--- config.mk ---
export PLATFORM = sky130hd
export DESIGN_NAME = key_matrix_scan
export DESIGN_NICKNAME = d
export VERILOG_FILES = /design/src/rtl/key_matrix_scan.sv
export SDC_FILE = /design/constraint.sdc
export NUM_CORES = 1
export LEC_CHECK = 0
export BUFFER_PORTS_ARGS = -buffer_cell sky130_fd_sc_hd__clkbuf_2
export CORE_UTILIZATION = 55
export CTS_CLUSTER_DIAMETER = 50
export CTS_CLUSTER_SIZE = 16
export DETAILED_ROUTE_END_ITERATION = 6
export GPL_ROUTABILITY_DRIVEN = 0
export HOLD_SLACK_MARGIN = 0.08
export PLACE_DENSITY_LB_ADDON = 0.08
export SETUP_SLACK_MARGIN = 0.1
export SYNTH_ARGS = -nofsm -noshare
export SYNTH_HDL_FRONTEND = slang
export SYNTH_SLANG_ARGS = --single-unit
--- constraint.sdc ---
create_clock -name clk -period 2.89 [get_ports clk]
set_input_delay 0.867 -clock clk [delete_from_list [all_inputs] [get_ports clk]]
set_output_delay 0.867 -clock clk [all_outputs]
set_load 0.02 [all_outputs]
--- src/rtl/key_matrix_scan.sv ---
// key_matrix_scan: scans an active-low push-button matrix, debounces press and
// release, and reports one encoded key per accepted press.
module key_matrix_scan #(
   parameter int ROWS     = 4,
   parameter int COLS     = 4,
   parameter int DEBOUNCE = 20
) (
   input  logic            clk,
   input  logic            rst_n,
   input  logic            scan_en,
   input  logic [ROWS-1:0] row_in,
   output logic [COLS-1:0] col_out,
   output logic [3:0]      key_code,
   output logic            key_valid,
   output logic            key_down
);

   typedef enum logic [1:0] {
      SCAN     = 2'd0,
      PRESS_DB = 2'd1,
      HOLD     = 2'd2
   } state_t;

   localparam logic [7:0] DB_TH    = 8'(DEBOUNCE);
   localparam logic [1:0] LAST_COL = 2'(COLS - 1);

   state_t          state_q, state_d;
   logic [1:0]      col_idx_q, col_idx_d;
   logic [1:0]      phase_q, phase_d;
   logic [7:0]      cnt_q, cnt_d;
   logic [1:0]      cand_row_q, cand_row_d;
   logic [1:0]      cand_col_q, cand_col_d;
   logic [3:0]      key_code_q, key_code_d;
   logic            key_valid_q, key_valid_d;
   logic            key_down_q, key_down_d;
   logic [COLS-1:0] col_out_q, col_out_d;

   logic [ROWS-1:0] row_s1_q, rs_q;
   logic [3:0]      rs_ext;
   logic            any_low;
   logic [1:0]      low_row;
   logic [7:0]      cnt_inc;
   logic [1:0]      next_col, cand_next_col;
   logic [3:0]      strobe4;

   // Two-flop synchronizer; idle level is all ones (pull-ups)
   always_ff @(posedge clk or negedge rst_n) begin
      if (!rst_n) begin
         row_s1_q <= '1;
         rs_q     <= '1;
      end else begin
         row_s1_q <= row_in;
         rs_q     <= row_s1_q;
      end
   end

   // Pad rows to 4 so a 2-bit row index is always in range; find lowest low row
   always_comb begin
      rs_ext = '1;
      rs_ext[ROWS-1:0] = rs_q;
      any_low = 1'b0;
      low_row = 2'd0;
      for (int r = ROWS - 1; r >= 0; r--) begin
         if (!rs_q[r]) begin
            any_low = 1'b1;
            low_row = 2'(r);
         end
      end
   end

   // Scan / debounce FSM next-state, counters and outputs
   always_comb begin
      state_d       = state_q;
      col_idx_d     = col_idx_q;
      phase_d       = phase_q;
      cnt_d         = cnt_q;
      cand_row_d    = cand_row_q;
      cand_col_d    = cand_col_q;
      key_code_d    = key_code_q;
      key_valid_d   = 1'b0;
      key_down_d    = key_down_q;
      cnt_inc       = (cnt_q == 8'hFF) ? cnt_q : cnt_q + 8'd1;
      next_col      = (col_idx_q == LAST_COL) ? 2'd0 : col_idx_q + 2'd1;
      cand_next_col = (cand_col_q == LAST_COL) ? 2'd0 : cand_col_q + 2'd1;

      if (!scan_en) begin
         // Idle and blank; the last key code is kept for the consumer
         state_d    = SCAN;
         col_idx_d  = 2'd0;
         phase_d    = 2'd0;
         cnt_d      = 8'd0;
         key_down_d = 1'b0;
      end else begin
         case (state_q)
            SCAN: begin
               if (phase_q == 2'd2) begin
                  if (any_low) begin
                     // Column stays driven while the candidate is debounced
                     cand_row_d = low_row;
                     cand_col_d = col_idx_q;
                     cnt_d      = 8'd0;
                     state_d    = PRESS_DB;
                  end else begin
                     col_idx_d = next_col;
                     phase_d   = 2'd0;
                  end
               end else begin
                  phase_d = phase_q + 2'd1;
               end
            end
            PRESS_DB: begin
               if (!rs_ext[cand_row_q]) begin
                  cnt_d = cnt_inc;
                  if (cnt_inc == DB_TH) begin
                     key_code_d  = 4'(int'(cand_row_q) * COLS + int'(cand_col_q));
                     key_valid_d = 1'b1;
                     key_down_d  = 1'b1;
                     cnt_d       = 8'd0;
                     state_d     = HOLD;
                  end
               end else begin
                  // Bounce: give up on this key and move past its column
                  state_d   = SCAN;
                  col_idx_d = cand_next_col;
                  phase_d   = 2'd0;
                  cnt_d     = 8'd0;
               end
            end
            HOLD: begin
               // Only the accepted row matters; counter counts stable release
               if (rs_ext[cand_row_q]) begin
                  cnt_d = cnt_inc;
                  if (cnt_inc == DB_TH) begin
                     key_down_d = 1'b0;
                     cnt_d      = 8'd0;
                     state_d    = SCAN;
                     col_idx_d  = cand_next_col;
                     phase_d    = 2'd0;
                  end
               end else begin
                  cnt_d = 8'd0;
               end
            end
            default: begin
               state_d   = SCAN;
               col_idx_d = 2'd0;
               phase_d   = 2'd0;
               cnt_d     = 8'd0;
            end
         endcase
      end

      // Strobe follows the column index it will be registered with
      strobe4   = ~(4'b0001 << col_idx_d);
      col_out_d = scan_en ? strobe4[COLS-1:0] : '1;
   end

   // State and output registers
   always_ff @(posedge clk or negedge rst_n) begin
      if (!rst_n) begin
         state_q     <= SCAN;
         col_idx_q   <= 2'd0;
         phase_q     <= 2'd0;
         cnt_q       <= 8'd0;
         cand_row_q  <= 2'd0;
         cand_col_q  <= 2'd0;
         key_code_q  <= 4'd0;
         key_valid_q <= 1'b0;
         key_down_q  <= 1'b0;
         col_out_q   <= '1;
      end else begin
         state_q     <= state_d;
         col_idx_q   <= col_idx_d;
         phase_q     <= phase_d;
         cnt_q       <= cnt_d;
         cand_row_q  <= cand_row_d;
         cand_col_q  <= cand_col_d;
         key_code_q  <= key_code_d;
         key_valid_q <= key_valid_d;
         key_down_q  <= key_down_d;
         col_out_q   <= col_out_d;
      end
   end

   assign col_out   = col_out_q;
   assign key_code  = key_code_q;
   // Gate with scan_en so a pulse cannot be seen while the scanner is disabled
   assign key_valid = key_valid_q & scan_en;
   assign key_down  = key_down_q;

endmodule

==> results by group <==
Run status
  • Status: completed

STA
  • RSZ-0062 raised after global routing: false
  • Slew @ Worst Pin: 827 ps
  • Worst slew margin: 0.449
  • Fin. Hold Viols: 0
  • Fin crit share: 0.865
  • Min Clock Period, post-route: 2500 ps
  • Max-slew violations: 0
  • Final setup viols: 0
  • FMAX: 400 MHz
  • Setup_tns: 0 ps
  • Worst clock skew: 9.62 ps

Placement
  • Detailed placer's ending HPWL: roughly 2900 um
  • PortBufs: 16

Clock network
  • CTS Buf Count: 5
  • Max H-tree Level: 2
  • Root Buffer: clkbuf_4
  • Post_cts resized: 0
  • CTS Buffer Depth: 2
  • Hold buffer count at CTS: 0
  • CTS tree: done
  • Reg clk slew, reported paths: between 100 and 150 ps
  • Clock sinks: 36
  • Worst skew pair latency: approximately 330 ps
  • Post-CTS setup buffers: 0

Synth
  • Ranking of synthesized cells by area: dfrtp_1 31%, dfstp_2 16%, mux2_2 5.7%
  • Count of flip-flops with a built-in enable after synthesis: 0
  • Cell with the most instances after synthesis: dfrtp_1
  • Sequential element share of the synthesized area: 0.467
  • Dominant synthesized flop cell: dfrtp_1
  • Mapped Nets: 204
  • Mean area per synthesized cell: 10.4 um^2
  • Yosys top cell area share: 0.306
  • Synth async-reset ratio: 1.00
  • Synthesized area: between 0.0015 and 0.002 mm^2
  • Yosys top cell by area: dfrtp_1
  • Mapped Cells: 189
  • Yosys cell types: 51
  • Yosys warns: 0
  • Post-synth top cells: 24 x dfrtp_1, 16 x nand2_1, 14 x a21oi_1, 14 x nor2_1, 12 x dfstp_2
  • Yosys reg bits: 36

Worst setup path
  • Crit-path slowest cell: a311oi_1
  • CP Launch Type: flop
  • Register-to-Register Setup Slack: 390 ps
  • CP arrival: 2720 ps
  • Crit path max fanout: 5
  • RR Endpoint: phase_q[0]
  • Crit path to: phase_q[0]
  • Crit path launch: cnt_q[0]
  • Critical path type: flop to flop
  • CP max stage delay: 490 ps
  • Worst r2r path cells: 7
  • Reg2reg start: cnt_q[0]
  • Worst-path cell chain: ha_1 -> nand2_1 -> a21oi_1 -> o32a_2 -> o21ai_0 -> a311oi_1 -> mux2_2
  • CP Capture Type: flop
  • Critical path data required time: just over 3000 ps

Die
  • Die footprint: between 0.003 and 0.004 mm^2
  • Io pins: 17
  • Core area: ~0.0034 mm^2
  • Die X: 61.7 um
  • Die height: between 60 and 70 um
  • Placement Rows: 21
  • Initial Util: 0.579

Drt
  • Drt pass-1 iters: 4
  • Vias/cell: 6.04
  • Iteration-0 DRC Markers: roughly 220
  • Final ANT Viol Nets: 0
  • Remaining DRCs: 0
  • Vias: 1521
  • Routed len/inst: 15.5 um
  • Drt total wl: 3920 um

Min path
  • HP Start: row_s1_q[3]
  • Tightest Hold Check Type: flop to flop

Finish
  • Area grow syn2layout: 9.12%
  • Fillers: 272
  • Area of the multi-input gates: 992 um^2
  • Share of layout cells above drive strength 1: 0.286
  • Final Net Count: 220
  • Ant. Diodes: 0
  • Reg area: 916 um^2

GRT
  • Global route overflow: 0
  • Antenna violations before repair: 0
  • GRT Util Overall: 0.240
  • Vias in the first global route: ~1.5k
  • First-pass GRT wire length: 6560 um
  • Largest net degree at the start of global routing: 37

Power and ir drop
  • Worst IR Drop VDD: 0.390 mV
  • Pwr Total: 1.32 mW
  • PD cells: between 600 and 700 mW/mm^2
  • Leak pwr: 0.951 nW

Flow run
  • Max-Cap Viols: 0
## registers in the layout, summed over array words and instances (netlist names)
register,count
cand_row_q,2
col_idx_q,2
cand_col_q,2
rs_ext,4
key_code,4
key_valid_q,1
key_down,1
phase_q,2
state_q,2
cnt_q,8
row_s1_q,4
col_out,4
## worst max-delay path, delay by kind of cell, from the launching register on
| kind | cells | cell delay [ps] |
|---|---|---|
| mux | 1 | 400 |
| compound gates | 4 | 1160 |
| simple gates | 1 | 140 |
| flops | 1 | 420 |
| fa+ha+maj | 1 | 270 |
## cell type report
class / count / area share
inverter: 5 / 0.00877
multi-input combinational: 141 / 0.463
clock buffer: 6 / 0.0193
sequential: 36 / 0.428
clock inverter: 2 / 0.0164
tap: 46 / 0.0269
timing repair buffer: 16 / 0.0374
## through the flow
stage	setup WS (ps)	utilization	std cells	cell area (um^2)	hold WS, ps
final	390	0.632	252	2140	361
after global routing	253	0.632	252	2140	366
after CTS	424	0.632	252	2140	362
after detailed placement	448	0.609	244	2060	347
after global placement	579	0.609	244	2060	347
after floorplan	669	-	189	1960	345
## logic make-up (layout without fill, tap and decap cells)
logic type | after synthesis | after routing | synth area share
and+or+nand+nor | 68 | 68 | 0.181
muxes | 13 | 13 | 0.0816
AOI/OAI and AO/OA | 50 | 50 | 0.183
adders and majority gates | 8 | 8 | 0.0510
xor gates and xnor gates | 2 | 2 | 0.00893
buffers and inverters | 12 | 29 | 0.0274
DFF | 36 | 36 | 0.467
## power by group
part / leakage (nW) / internal, mW / total [mW] / switching [mW]
logic: 0.452 / 0.150 / 0.362 / 0.212
clock network: 0.0422 / 0.181 / 0.337 / 0.156
registers: 0.456 / 0.572 / 0.625 / 0.0529
total: 0.951 / 0.904 / 1.32 / 0.421
## how the worst min path moves through the flow
stage,end,depth (start not counted)
floorplan,rs_ext[0],0
global placement,rs_ext[0],0
detailed placement,rs_ext[1],0
CTS,rs_ext[1],0
global route,rs_ext[2],0
finish,rs_ext[3],0
## placed cells by master (no fill, tap or decap), drive strengths merged, types with 2 or more instances in the layout
cell	synthesis	layout
a211o	2	2
a21oi	14	14
a31o	2	2
a31oi	6	6
and2	4	4
and2b	2	2
and3	6	6
clkbuf	5	22
dfrtp	24	24
dfstp	12	12
ha	8	8
inv	5	5
mux2	11	11
nand2	17	17
nand2b	2	2
nand3	9	9
nand4	4	4
nor2	14	14
nor3	5	5
o211ai	3	3
o21ai	9	9
o32ai	2	2
or2	2	2
## routing by layer
layer	GRT usage	vias to the layer above	part of all wire
li1	-	731	-
met1	0.310	742	0.43
met2	0.398	42	0.51
met3	0.0600	6	0.050
met4	0.0762	0	0.014
met5	0	-	0
Power figures use the tool's default switching activity.
